[config.mk]
export PLATFORM = sky130hd
export DESIGN_NAME = t05_huffman_decoder
export DESIGN_NICKNAME = d
export VERILOG_FILES = /design/src/rtl/t05_huffman_decoder.sv
export SDC_FILE = /design/constraint.sdc
export NUM_CORES = 1
export LEC_CHECK = 0
export CORE_MARGIN = 2
export CORE_UTILIZATION = 52
export CTS_CLUSTER_SIZE = 20
export DETAILED_ROUTE_END_ITERATION = 16
export PLACE_DENSITY = 0.8
export SYNTH_ARGS = -nofsm -noshare
export SYNTH_HDL_FRONTEND = slang
export SYNTH_SLANG_ARGS = --single-unit
[constraint.sdc]
create_clock -name clk -period 2.65 [get_ports clk]
set_input_delay 0.3975 -clock clk [delete_from_list [all_inputs] [get_ports clk]]
set_output_delay 0.3975 -clock clk [all_outputs]
set_load 0.03 [all_outputs]
[src/rtl/t05_huffman_decoder.sv]
// Huffman stream decoder: 32-bit symbol count header, then walks a binary tree held in an
// external SRAM one node fetch per level, emitting one character per leaf reached.
module t05_huffman_decoder (
    input  logic        clk,
    input  logic        rst,
    input  logic [3:0]  en_state,
    input  logic        bitIn,
    input  logic        bitValid,
    output logic        bitReady,
    input  logic [8:0]  rootAddr,
    output logic        nodeReq,
    output logic [8:0]  nodeAddr,
    input  logic        nodeAck,
    input  logic [18:0] nodeData,
    output logic [7:0]  charOut,
    output logic        charValid,
    output logic        err,
    output logic [3:0]  fin_state
);

    localparam int unsigned CNT_W   = 32;
    localparam int unsigned ADDR_W  = 9;
    localparam int unsigned DEPTH_W = 8;
    localparam int unsigned HBIT_W  = 5;
    localparam int unsigned CHAR_W  = 8;
    localparam logic [3:0]  EN_ACTIVE = 4'd7;
    localparam logic [3:0]  FIN_DONE  = 4'd8;
    localparam logic [DEPTH_W-1:0] DEPTH_LIMIT = DEPTH_W'(128);

    typedef enum logic [2:0] {
        S_IDLE, S_HDR, S_FETCH, S_BIT, S_EMIT, S_DONE, S_ERR
    } state_t;

    state_t              state, state_n;
    logic [CNT_W-1:0]    count, count_n;
    logic [CNT_W-1:0]    remaining, remaining_n;
    logic [DEPTH_W-1:0]  depth, depth_n;
    logic [ADDR_W-1:0]   cur, cur_n;
    logic [ADDR_W-1:0]   left, left_n;
    logic [ADDR_W-1:0]   right, right_n;
    logic [HBIT_W-1:0]   hdr_bits, hdr_bits_n;
    logic [CHAR_W-1:0]   char_q, char_n;
    logic                err_q, err_n;

    logic                active;
    logic                ready_c, req_c, valid_c;
    logic [3:0]          fin_c;
    logic [CNT_W-1:0]    shifted;
    logic [CNT_W-1:0]    rem_dec;
    logic [DEPTH_W-1:0]  depth_inc;

    assign active    = (en_state == EN_ACTIVE);
    assign shifted   = {count[CNT_W-2:0], bitIn};
    assign rem_dec   = remaining - CNT_W'(1);
    assign depth_inc = depth + DEPTH_W'(1);

    // Next-state and handshake decode; every register holds unless the active state moves it.
    always_comb begin
        state_n     = state;
        count_n     = count;
        remaining_n = remaining;
        depth_n     = depth;
        cur_n       = cur;
        left_n      = left;
        right_n     = right;
        hdr_bits_n  = hdr_bits;
        char_n      = char_q;
        err_n       = err_q;
        ready_c     = 1'b0;
        req_c       = 1'b0;
        valid_c     = 1'b0;
        fin_c       = 4'd0;

        case (state)
            S_IDLE: begin
                if (active) begin
                    state_n    = S_HDR;
                    hdr_bits_n = '0;
                    count_n    = '0;
                end
            end
            S_HDR: begin
                if (active) begin
                    ready_c = 1'b1;
                    if (bitValid) begin
                        count_n    = shifted;
                        hdr_bits_n = hdr_bits + HBIT_W'(1);
                        if (hdr_bits == HBIT_W'(31)) begin
                            if (shifted == '0) begin
                                state_n = S_DONE;
                            end else begin
                                remaining_n = shifted;
                                cur_n       = rootAddr;
                                depth_n     = '0;
                                state_n     = S_FETCH;
                            end
                        end
                    end
                end
            end
            S_FETCH: begin
                // Acks seen while frozen are dropped; the request simply reissues on resume.
                if (active) begin
                    req_c = 1'b1;
                    if (nodeAck) begin
                        if (nodeData[18]) begin
                            char_n  = nodeData[7:0];
                            state_n = S_EMIT;
                        end else begin
                            left_n  = nodeData[17:9];
                            right_n = nodeData[8:0];
                            state_n = S_BIT;
                        end
                    end
                end
            end
            S_BIT: begin
                if (active) begin
                    ready_c = 1'b1;
                    if (bitValid) begin
                        cur_n   = bitIn ? right : left;
                        depth_n = depth_inc;
                        if (depth_inc == DEPTH_LIMIT) begin
                            state_n = S_ERR;
                            err_n   = 1'b1;
                        end else begin
                            state_n = S_FETCH;
                        end
                    end
                end
            end
            S_EMIT: begin
                if (active) begin
                    valid_c     = 1'b1;
                    remaining_n = rem_dec;
                    if (rem_dec == '0) begin
                        state_n = S_DONE;
                    end else begin
                        cur_n   = rootAddr;
                        depth_n = '0;
                        state_n = S_FETCH;
                    end
                end
            end
            S_DONE: begin
                if (active) begin
                    fin_c = FIN_DONE;
                end else begin
                    state_n = S_IDLE;
                    char_n  = '0;
                end
            end
            S_ERR: begin
                fin_c = FIN_DONE;
            end
            default: begin
                state_n = S_IDLE;
            end
        endcase
    end

    always_ff @(posedge clk) begin
        if (rst) begin
            state     <= S_IDLE;
            count     <= '0;
            remaining <= '0;
            depth     <= '0;
            cur       <= '0;
            left      <= '0;
            right     <= '0;
            hdr_bits  <= '0;
            char_q    <= '0;
            err_q     <= 1'b0;
        end else begin
            state     <= state_n;
            count     <= count_n;
            remaining <= remaining_n;
            depth     <= depth_n;
            cur       <= cur_n;
            left      <= left_n;
            right     <= right_n;
            hdr_bits  <= hdr_bits_n;
            char_q    <= char_n;
            err_q     <= err_n;
        end
    end

    assign bitReady  = ready_c;
    assign nodeReq   = req_c;
    assign nodeAddr  = (state == S_FETCH) ? cur : '0;
    assign charOut   = char_q;
    assign charValid = valid_c;
    assign err       = err_q;
    assign fin_state = fin_c;

endmodule

==> parameters.txt <==
Parameter                              Value

Routing
  Detailed-router iteration count before antenna repair ... 5
  Residual antenna-violating net count after detailed routing ... 0
  Wire length after detailed routing ... 17.5 mm
  Vias per std cell ... 6.17
  1st-iter DRT viols ... 700
  Total via count after detailed routing ... 6,304
  Detail-routed net length per standard cell ... 17.2 um
  DRC violation count after routing ... 0

STA
  Setup violations, final ... 1
  Worst-margin pin slew ... 625 ps
  Max transition margin ... 58.4%
  Number of endpoints with negative hold slack in the final report ... 0
  Clock tree skew after final layout ... 8.55 ps
  Post-route setup slack ... -49.4 ps
  Final count of pins violating max slew ... 0
  Worst Hold Slack ... 460 ps
  Ratio of final minimum period to clock period ... 102%
  Time the worst path needs with I/O delays and setup ... 2700 ps
  Max Clock Freq ... 370 MHz

Yosys
  Main flop type after synthesis ... sky130_fd_sc_hd__dfxtp_1
  Avg Synthesized Cell Area ... 7.91 um2
  Synth top area share ... 37.3%
  Main area contributors after synthesis ... sky130_fd_sc_hd__dfxtp_1, sky130_fd_sc_hd__nor2_1, sky130_fd_sc_hd__a22oi_1
  Count of flip-flops with a built-in enable after synthesis ... 0
  Dominant cell type by area after synthesis ... sky130_fd_sc_hd__dfxtp_1
  Flops & latches, synth ... 115
  Proportion of synthesized chip area in sequential cells ... 37.3%
  Post-synth ARST share ... 0%
  Area of the mapped netlist ... 6180 um2
  Warning count from the yosys run ... 0
  Count of mapped cells out of synthesis ... 781
  Netlist cell types ... 68

Power
  Switching fraction of total power ... 24.1%
  Static power due to leakage ... 3.10 nW
  Cell Int Power ... 3.13 mW
  VDD IR-drop max ... 0.440 mV
  Register share of total power ... 42.1%
  Clk network pwr share ... 52.6%
  Reported net switching power ... 0.994 mW
  Power share of the combinational group ... 5.3%
  Power density normalized to cell area ... 514 nW/um2

CTS
  Number of H-tree levels ... 4
  Number of buffers between clock root and the deepest sink ... 2
  TritonCTS Sinks ... 115
  Cell chosen for the clock root ... sky130_fd_sc_hd__clkbuf_16
  CTS tree ... done
  Clock slew at reported path FFs ... 60 ps
  Clock Latency Late Sink ... 430 ps
  Number of buffers inserted during clock tree synthesis ... 17

Worst setup path
  Classification of the worst setup path ... reg -> reg
  Arrival time worst endpoint ... 3030 ps
  CP max FO ... 5
  Critical path, cell by cell ... inv_1 > ha_4 > nor3b_4 > nand4_1 > o31a_1 > a2111oi_4 > o2111a_2 > buf_4 > a21oi_4 > buf_4 > a31oi_1
  Sort of element at the start of the critical path ... register
  Largest stage delay, worst path ... 360 ps
  Category of the worst setup path capture point ... register
  Most frequent cell on the critical path ... sky130_fd_sc_hd__buf_4
  Critical-path cell with the highest stage delay ... sky130_fd_sc_hd__o31a_1
  Req. time, crit path ... 2980 ps

Global routing
  Layer with the highest usage ... met2
  Overall Global Routing Usage ... 27.6%
  Met3 track utilization from global routing ... 8.30%
  Global-route wire length before repair ... 28.6 mm
  Pin count of the biggest net entering global routing ... 60
  Global-route track usage on met1 ... 33.9%
  Met2 layer usage reported by global route ... 45.5%
  Total gr overflow ... 0
  Initial antenna violation count ... 0
  Via count of the first global-routing pass ... 6,035

Run status
  Status ... finished, violations left
  Failing checks ... setup timing

Min path
  Path class of the lowest-slack min-delay path ... in -> reg

Floorplanning
  Floorplan die width ... 113 um
  Standard-cell row count ... 39
  Starting Density ... 53.6%
  I/O pin cnt ... 62
  Die footprint ... 12,800 um2
  Std-Cell Core Area ... 11,500 um2
  Die Ht ... 113 um

Cells and area
  Layout cell share with drive strength beyond 1 ... 18.6%
  Antenna Diode Count ... 0
  Layout-stage area growth over the synthesis result ... 29.8%
  Share of the core filled with cells in the final layout ... 69.6%
  Count of filler cells inserted in the layout ... 879
  Count of nets after finishing ... 908

Placement
  Worst slack, placed ... -63.8 ps
  Weighted congestion at the end of routability-driven global placement ... 0.965
  Detailed placement HPWL ... 11.8 mm
  Port-buffer cells ... 58

Job
  Count of max-cap constraint violations ... 0
-- state kept, by name (all words and copies together) (netlist names) --
signal,flops
left,9
remaining,32
err,1
cur,9
depth,8
hdr_bits,5
charOut,8
right,9
state,3
count,31
-- cells in the final DEF (no fill, tap or decap), types with 6 or more instances in the layout --
master,instances
sky130_fd_sc_hd__a211oi_1,10
sky130_fd_sc_hd__o21ai_0,36
sky130_fd_sc_hd__nand3_1,7
sky130_fd_sc_hd__nor2_1,144
sky130_fd_sc_hd__a31oi_1,6
sky130_fd_sc_hd__clkdlybuf4s50_1,44
sky130_fd_sc_hd__nand2b_1,15
sky130_fd_sc_hd__a22o_1,6
sky130_fd_sc_hd__nand2_1,44
sky130_fd_sc_hd__nor3_1,24
sky130_fd_sc_hd__mux2i_1,39
sky130_fd_sc_hd__a21oi_1,44
sky130_fd_sc_hd__nor4_1,23
sky130_fd_sc_hd__a211o_1,9
sky130_fd_sc_hd__a22oi_1,57
sky130_fd_sc_hd__buf_4,80
sky130_fd_sc_hd__clkbuf_16,18
sky130_fd_sc_hd__and3_1,7
sky130_fd_sc_hd__nand4_1,11
sky130_fd_sc_hd__and2_1,10
sky130_fd_sc_hd__dfxtp_1,112
-- power groups by stage --
| stage | registers, mW | logic (mW) | clock network, mW |
|---|---|---|---|
| 6_report | 1.73 | 0.218 | 2.17 |
| 4_1_cts | 1.73 | 0.210 | 2.19 |
| 5_1_grt | 1.73 | 0.234 | 2.28 |
| 2_1_floorplan | 1.77 | 0.117 | 0 |
| 3_3_place_gp | 1.77 | 0.204 | 0 |
| 3_5_place_dp | 1.77 | 0.209 | 0 |
-- per-stage QoR --
stage / total power, mW / setup TNS (ps) / std cells / instance area [um2]
6_report: 4.12 / -49.4 / 1021 / 8020
5_1_grt: 4.25 / -549 / 1021 / 8020
4_1_cts: 4.13 / 0 / 1015 / 7780
3_5_place_dp: 1.98 / -418 / 982 / 7210
3_3_place_gp: 1.98 / -469 / 982 / 7210
2_1_floorplan: 1.89 / 0 / 783 / 6200
-- final cells by class --
class	instances	area [um2]	share of cell area (%)
multi-input combinational	593	3770	47.0
clock buffer	18	429	5.35
tap	143	179	2.23
timing repair buffer	131	1180	14.7
sequential	115	2310	28.8
clock inverter	14	129	1.61
inverter	7	26.3	0.328
-- cells in the mapped netlist, types with 4 or more instances --
cell type	count
sky130_fd_sc_hd__a211o_1	9
sky130_fd_sc_hd__a211oi_1	11
sky130_fd_sc_hd__a21o_1	4
sky130_fd_sc_hd__a21oi_1	45
sky130_fd_sc_hd__a22o_1	6
sky130_fd_sc_hd__a22oi_1	57
sky130_fd_sc_hd__a31oi_1	6
sky130_fd_sc_hd__and2_1	10
sky130_fd_sc_hd__and3_1	7
sky130_fd_sc_hd__and4_1	4
sky130_fd_sc_hd__buf_2	4
sky130_fd_sc_hd__buf_4	4
sky130_fd_sc_hd__clkbuf_1	58
sky130_fd_sc_hd__dfxtp_1	115
sky130_fd_sc_hd__ha_1	6
sky130_fd_sc_hd__inv_1	6
sky130_fd_sc_hd__mux2i_1	39
sky130_fd_sc_hd__nand2_1	44
sky130_fd_sc_hd__nand2b_1	15
sky130_fd_sc_hd__nand3_1	9
sky130_fd_sc_hd__nand3b_1	4
sky130_fd_sc_hd__nand4_1	11
sky130_fd_sc_hd__nor2_1	145
sky130_fd_sc_hd__nor3_1	26
sky130_fd_sc_hd__nor4_1	28
sky130_fd_sc_hd__o21a_1	4
sky130_fd_sc_hd__o21ai_0	37
sky130_fd_sc_hd__o31ai_1	4
sky130_fd_sc_hd__or3_1	5
sky130_fd_sc_hd__xnor2_1	5
-- routing by layer --
metal	wire [um]	vias up
li1	-	3016
met1	7440	3000
met2	8460	250
met3	1190	38
met4	425	0
met5	0	-
-- logic make-up after synthesis --
family	count (synthesis)	synth area share, %
adders and majority gates	6	1.22
other	1	0.0607
xor gates and xnor gates	8	1.13
and+or+nand+nor	328	26.0
muxes	41	6.74
buffers and inverters	75	5.12
DFF	115	37.3
AOI/OAI and AO/OA	207	22.4
-- final timing paths --
path,slack [ps],start,to,cells after the start
setup / recovery,-50,remaining[1]$_SDFFE_PP0P_,depth[5]$_SDFFE_PP0P_,11
hold / removal,460,rst,err$_SDFFE_PP0P_,2
setup reg to reg,-50,remaining[1]$_SDFFE_PP0P_,depth[5]$_SDFFE_PP0P_,11
hold reg to reg,470,cur[6]$_SDFFE_PP0P_,cur[6]$_SDFFE_PP0P_,2
-- timing repair --
action,4_1_cts,5_1_grt
hold buffers,0,0
endpoints found under the setup margin,12,18
cloned,0,1
pin swaps,2,8
setup buffers,1,5
resized for setup,3,33
-- worst max-delay path, delay by kind of cell (launching register included) --
| family | cells | cell delay, ps |
|---|---|---|
| fa+ha+maj | 1 | 170 |
| compound gates | 5 | 1300 |
| simple gates | 2 | 390 |
| flops | 1 | 330 |
| buf+inv | 3 | 410 |
No activity file was read; power rests on OpenSTA's default activity.
